`src/rtl/lcd_dma_pkg.sv`:
```
// lcd_dma_pkg: shared types and defaults for the LCD DMA pixel buffer
package lcd_dma_pkg;
    typedef enum logic {FILL, HOLD} wm_state_e;
    localparam int DEF_DEPTH   = 16;
    localparam int DEF_HIGH_WM = 12;
    localparam int DEF_LOW_WM  = 4;
    function automatic int lvl_w(input int depth);
        return $clog2(depth) + 1;
    endfunction
endpackage

```
`src/rtl/lcd_sync_fifo.sv`:
```
// lcd_sync_fifo: single-clock FIFO with flush, registered read, level and ovf/unf pulses
module lcd_sync_fifo #(
    parameter int DATA_W = 32,
    parameter int DEPTH  = 16
) (
    input  logic                    clk,
    input  logic                    rst_n,
    input  logic                    flush,
    input  logic                    wr_en,
    input  logic [DATA_W-1:0]       wr_data,
    input  logic                    rd_en,
    output logic [DATA_W-1:0]       rd_data,
    output logic                    rd_valid,
    output logic [$clog2(DEPTH):0]  level,
    output logic [$clog2(DEPTH):0]  level_nxt,
    output logic                    empty,
    output logic                    full,
    output logic                    ovf,
    output logic                    unf
);
    localparam int AW = $clog2(DEPTH);
    logic [DATA_W-1:0] mem [DEPTH];
    logic [AW:0] wr_ptr, rd_ptr, wr_ptr_nxt, rd_ptr_nxt;
    logic do_wr, do_rd;
    assign level      = wr_ptr - rd_ptr;
    assign empty      = level == '0;
    assign full       = level[AW];
    // a same-cycle read frees the slot, so a write at full still lands
    assign do_rd      = rd_en & ~empty & ~flush;
    assign do_wr      = wr_en & (~full | rd_en) & ~flush;
    assign ovf        = wr_en & full & ~rd_en & ~flush;
    assign unf        = rd_en & empty & ~flush;
    assign wr_ptr_nxt = flush ? '0 : wr_ptr + {{AW{1'b0}}, do_wr};
    assign rd_ptr_nxt = flush ? '0 : rd_ptr + {{AW{1'b0}}, do_rd};
    assign level_nxt  = wr_ptr_nxt - rd_ptr_nxt;
    always_ff @(posedge clk)
        if (do_wr) mem[wr_ptr[AW-1:0]] <= wr_data;
    always_ff @(posedge clk or negedge rst_n)
        if (!rst_n) begin
            wr_ptr   <= '0;
            rd_ptr   <= '0;
            rd_data  <= '0;
            rd_valid <= 1'b0;
        end else begin
            wr_ptr   <= wr_ptr_nxt;
            rd_ptr   <= rd_ptr_nxt;
            rd_valid <= do_rd;
            if (do_rd) rd_data <= mem[rd_ptr[AW-1:0]];
        end
endmodule

```
`src/rtl/lcd_dma_fifo.sv`:
```
// lcd_dma_fifo: dual-panel pixel buffer with hysteretic fetch watermark and v_sync flush
module lcd_dma_fifo
    import lcd_dma_pkg::*;
#(
    parameter int DATA_W  = 32,
    parameter int DEPTH   = DEF_DEPTH,
    parameter int HIGH_WM = DEF_HIGH_WM,
    parameter int LOW_WM  = DEF_LOW_WM
) (
    input  logic                       HCLK,
    input  logic                       HRESETn,
    input  logic [DATA_W-1:0]          wr_data,
    input  logic                       wr_en_upper,
    input  logic                       wr_en_lower,
    input  logic                       dual_mode,
    input  logic                       v_sync,
    input  logic                       rd_en_upper,
    input  logic                       rd_en_lower,
    output logic [DATA_W-1:0]          rd_data_upper,
    output logic [DATA_W-1:0]          rd_data_lower,
    output logic                       rd_valid_upper,
    output logic                       rd_valid_lower,
    output logic                       fifo_watermark,
    output logic                       empty_upper,
    output logic                       empty_lower,
    output logic                       full_upper,
    output logic                       full_lower,
    output logic [lvl_w(DEPTH)-1:0]    level_upper,
    output logic [lvl_w(DEPTH)-1:0]    level_lower,
    output logic                       ovf_sticky,
    output logic                       unf_sticky
);
    localparam int LW = lvl_w(DEPTH);
    localparam logic [LW-1:0] HI = LW'(HIGH_WM);
    localparam logic [LW-1:0] LO = LW'(LOW_WM);
    logic [LW-1:0] lu_nxt, ll_nxt;
    logic ovf_u, ovf_l, unf_u, unf_l, wm_set, wm_clr;
    wm_state_e wm_state, wm_nxt;
    lcd_sync_fifo #(.DATA_W(DATA_W), .DEPTH(DEPTH)) u_upper (
        .clk(HCLK), .rst_n(HRESETn), .flush(v_sync), .wr_en(wr_en_upper), .wr_data(wr_data),
        .rd_en(rd_en_upper), .rd_data(rd_data_upper), .rd_valid(rd_valid_upper),
        .level(level_upper), .level_nxt(lu_nxt), .empty(empty_upper), .full(full_upper),
        .ovf(ovf_u), .unf(unf_u)
    );
    // single-panel mode keeps the lower FIFO flushed, which also masks its strobes
    lcd_sync_fifo #(.DATA_W(DATA_W), .DEPTH(DEPTH)) u_lower (
        .clk(HCLK), .rst_n(HRESETn), .flush(v_sync | ~dual_mode), .wr_en(wr_en_lower), .wr_data(wr_data),
        .rd_en(rd_en_lower), .rd_data(rd_data_lower), .rd_valid(rd_valid_lower),
        .level(level_lower), .level_nxt(ll_nxt), .empty(empty_lower), .full(full_lower),
        .ovf(ovf_l), .unf(unf_l)
    );
    assign wm_set         = lu_nxt >= HI || (dual_mode && ll_nxt >= HI);
    assign wm_clr         = lu_nxt <= LO && (!dual_mode || ll_nxt <= LO);
    assign fifo_watermark = wm_state == HOLD;
    always_comb begin
        wm_nxt = wm_state;
        wm_nxt = v_sync ? FILL : (wm_state == FILL) ? (wm_set ? HOLD : FILL) : (wm_clr ? FILL : HOLD);
    end
    always_ff @(posedge HCLK or negedge HRESETn)
        if (!HRESETn) begin
            wm_state   <= FILL;
            ovf_sticky <= 1'b0;
            unf_sticky <= 1'b0;
        end else begin
            wm_state   <= wm_nxt;
            ovf_sticky <= ~v_sync & (ovf_sticky | ovf_u | ovf_l);
            unf_sticky <= ~v_sync & (unf_sticky | unf_u | unf_l);
        end
endmodule

```
`config.mk`:
```
export PLATFORM = sky130hd
export DESIGN_NAME = lcd_dma_fifo
export DESIGN_NICKNAME = d
export VERILOG_FILES = /design/src/rtl/lcd_dma_pkg.sv /design/src/rtl/lcd_sync_fifo.sv /design/src/rtl/lcd_dma_fifo.sv
export SDC_FILE = /design/constraint.sdc
export NUM_CORES = 1
export LEC_CHECK = 0
export CAP_MARGIN = 40
export CELL_PAD_IN_SITES_DETAIL_PLACEMENT = 0
export CELL_PAD_IN_SITES_GLOBAL_PLACEMENT = 1
export CORE_ASPECT_RATIO = 1.1
export CORE_UTILIZATION = 55
export CTS_CLUSTER_SIZE = 25
export DETAILED_ROUTE_END_ITERATION = 8
export PLACE_DENSITY = 0.81
export SETUP_SLACK_MARGIN = 0.5
export SLEW_MARGIN = 40
export SYNTH_ARGS = -nofsm -noshare
export SYNTH_HDL_FRONTEND = slang
export SYNTH_SLANG_ARGS = --single-unit
```
`constraint.sdc`:
```
create_clock -name HCLK -period 11.7 [get_ports HCLK]
set_input_delay 2.925 -clock HCLK [delete_from_list [all_inputs] [get_ports HCLK]]
set_output_delay 2.925 -clock HCLK [all_outputs]
set_load 0.005 [all_outputs]
```
==> results.json <==
{
  "status": "completed",
  "cts_resized": 0,
  "clock-sinks": 1113,
  "track_usage_pct": 24.0,
  "gp_congestion": 0.755,
  "synthArstFlopShare_pct": 8.00,
  "report.final.setup_viol": 0,
  "crit_arrival_ns": 3.67,
  "peakVddDrop_mv": 0.112,
  "fin_crit_ns": 6.59,
  "cts-htree-levels": 3,
  "yosysUniqueCellTypes": 46,
  "slew_violations": 0,
  "power_density_nw_per_um2": 179,
  "drc": 0,
  "grt_pass1_vias": 20409,
  "rr_worst_depth": 21,
  "synth_top_flop_cell": "edfxtp_1",
  "initial_core_util_pct": 55.4,
  "comb_power_share_pct": 9.0,
  "rows": 107,
  "wl_per_cell_um": 29.6,
  "p_switching_w": 0.00185,
  "portBuffers": 122,
  "worstSetupPathType": "register to output pin",
  "n_antenna_cell": 0,
  "synth.area.top_cells": "edfxtp_1 (72%), mux4_2 (17%), dfrtp_1 (5.2%)",
  "hold_class": "register to register",
  "clock_skew_ns": 0.0265,
  "worstMarginPinSlew_ns": 0.827,
  "die_w_um": 268,
  "ios": 123,
  "clkLatencyLatePin_ns": 0.67,
  "total_power_w": 0.00876,
  "ys_seq_elements": 1113,
  "ant_nets": 0,
  "period_share_pct": 56.4,
  "synthToLayoutAreaGrowth_pct": 14.2,
  "dr.pass1.iters": 6,
  "grt_first_pass_wirelength_um": 136000,
  "design.die.area_um2": 79100,
  "stdcell_count": 3102,
  "sequentialPowerShare_pct": 51.8,
  "slew_headroom_pct": 44.8,
  "root_buffer": "clkbuf_16",
  "power.internal_w": 0.00692,
  "p_leak_nw": 15.6,
  "numCtsBuffers": 102,
  "cap_violations": 0,
  "seq_area_frac_synth_pct": 76.9,
  "antenna_found_initial": 0,
  "syn-cell-area_um2": 42900,
  "hold_depth": 1,
  "ys_warn_count": 0,
  "clockPowerShare_pct": 39.1,
  "final_nets": 2048,
  "postCtsSetupRepairBufs": 0,
  "finalWirelength_um": 91700,
  "finalHoldViolCount": 0,
  "dpl.hpwl_um": 45800,
  "p_sw_share_pct": 21.1,
  "yosysTopAreaCell": "edfxtp_1",
  "clk_pin_slew_ns": 0.06,
  "synth_cells": 1789,
  "cp-end-kind": "output pin",
  "grt_max_degree": 95,
  "crit_required_ns": 8.78,
  "yosys.area.top_type_share_pct": 71.7,
  "fin_hold_ws_ns": 0.502,
  "cts-hold-fix-buffers": 0,
  "setup-tns-final_ns": 0,
  "syn_area_per_cell_um2": 24.0,
  "worstSetupStartpointType": "register",
  "path_max_fanout": 34,
  "coreArea_um2": 77400,
  "rsz0062_at_grt": "no",
  "via_per_inst": 6.27,
  "clockBufferDepth": 3,
  "vias": 19460,
  "fmax_mhz": 152,
  "post_route_cells_drive_above_1_share_pct": 32.5,
  "synth-edff-count": 1024,
  "drt_iter0_drc": 1691,
  "dp.cells": 2909,
  "grt_overflow": 0,
  "die_h_um": 295,
  "syn-num-nets": 1857,
  "cts_tree": "yes"
}
## layout make-up
| class | instances | area [um2] |
|---|---|---|
| clock buffer | 143 | 2920 |
| clock inverter | 48 | 576 |
| fill | 5004 | 28400 |
| inverter | 27 | 101 |
| multi-input combinational | 562 | 9560 |
| sequential | 1113 | 33000 |
| tap | 1035 | 1290 |
| timing repair buffer | 174 | 1530 |
## routing by layer
layer | GRT usage (%) | part of all wire [%] | vias to the layer above
met2 | 40.0 | 51 | 829
met3 | 3.61 | 6.2 | 169
li1 | - | - | 7946
met5 | 0 | 0 | -
met1 | 32.8 | 39 | 10516
met4 | 8.10 | 2.9 | 0
## cells by family after synthesis
family / synth area share, %
xor+xnor: 0.572
compound gates: 0.475
fa+ha+maj: 0.887
mux: 18.7
buf+inv: 1.32
flops: 76.9
simple gates: 1.15
## final timing paths
check | start | end | slack [ns]
max | u_upper.rd_ptr[0]$_DFF_PN0_ | empty_upper | 5.11
min | u_lower.rd_data[17]$_DFFE_PN0P_ | u_lower.rd_data[17]$_DFFE_PN0P_ | 0.50
max reg2reg | u_upper.rd_ptr[0]$_DFF_PN0_ | fifo_watermark$_DFF_PN0_ | 6.18
min reg2reg | u_lower.rd_data[17]$_DFFE_PN0P_ | u_lower.rd_data[17]$_DFFE_PN0P_ | 0.50
max in group asynchronous | HRESETn | u_upper.rd_ptr[1]$_DFF_PN0_ | 8.63
min in group asynchronous | HRESETn | u_upper.rd_data[12]$_DFFE_PN0P_ | 2.17
## synth_stat cells (all sizes together) (2+ instances only)
library cell	count
fa	4
mux4	320
clkbuf	41
nor2	22
a21o	7
and2	3
nor3	15
a31oi	2
xnor2	10
nor2b	7
dfrtp	89
nand3b	3
or3	3
xor2	12
nand2	17
buf	46
edfxtp	1024
xnor3	2
mux2	64
nand2b	7
inv	27
ha	24
o21ai	5
nand3	12
nor4	7
a21oi	7
## cell usage in the layout, fill, tap and decap left out, drive strengths merged, types with 2 or more instances in the layout
cell,netlist,routed
edfxtp,1024,1024
mux4,320,320
clkbuf,41,143
clkdlybuf4s50,0,89
dfrtp,89,89
buf,46,85
mux2,64,64
inv,27,31
clkinv,0,27
ha,24,24
nor2,22,22
nand2,17,17
nor3,15,15
nand3,12,12
xor2,12,12
bufinv,0,11
xnor2,10,10
nor2b,7,7
nand2b,7,7
a21o,7,7
a21oi,7,7
nor4,7,7
clkinvlp,0,6
o21ai,5,5
fa,4,4
nand3b,3,3
and2,3,3
or3,3,3
xnor3,2,2
a31oi,2,2
## critical path, stage by stage, from the launching register on
cell and delay [ns]:
dfrtp_4 0.89, ha_1 0.29, inv_1 0.06, fa_1 0.40, a21o_1 0.17, a21oi_1 0.24, xnor2_2 0.17, a2111oi_4 0.25
clkdlybuf4s50_1 0.56
## sequential cells by signal (all words and copies together), names as in the netlist
signal / cells
fifo_watermark: 1
u_upper.rd_ptr: 5
u_upper.rd_data: 32
unf_sticky: 1
u_lower.wr_ptr: 5
ovf_sticky: 1
u_upper.mem: 512
u_upper.rd_valid: 1
u_lower.rd_ptr: 5
u_lower.rd_data: 32
u_lower.mem: 512
u_lower.rd_valid: 1
u_upper.wr_ptr: 5
## per-stage QoR
step                      util, %  setup slack [ns]  area [um2]
after detailed placement     58.7              4.67       45400
after CTS                    63.2              5.01       48900
final                        63.3              5.11       49000
after global routing         63.3              4.81       49000
after global placement       58.9              4.69       45500
after floorplan                 -              4.34       42900
## power by group through the flow
| stage | clock, W | combinational, W | sequential, W |
|---|---|---|---|
| 2_1_floorplan | 0 | 0.000481 | 0.00458 |
| 3_3_place_gp | 0 | 0.000779 | 0.00462 |
| 3_5_place_dp | 0 | 0.000795 | 0.00462 |
| 4_1_cts | 0.00347 | 0.000806 | 0.00454 |
| 5_1_grt | 0.00361 | 0.000849 | 0.00455 |
| 6_report | 0.00343 | 0.000793 | 0.00454 |
(Power assumes the default switching activity.)
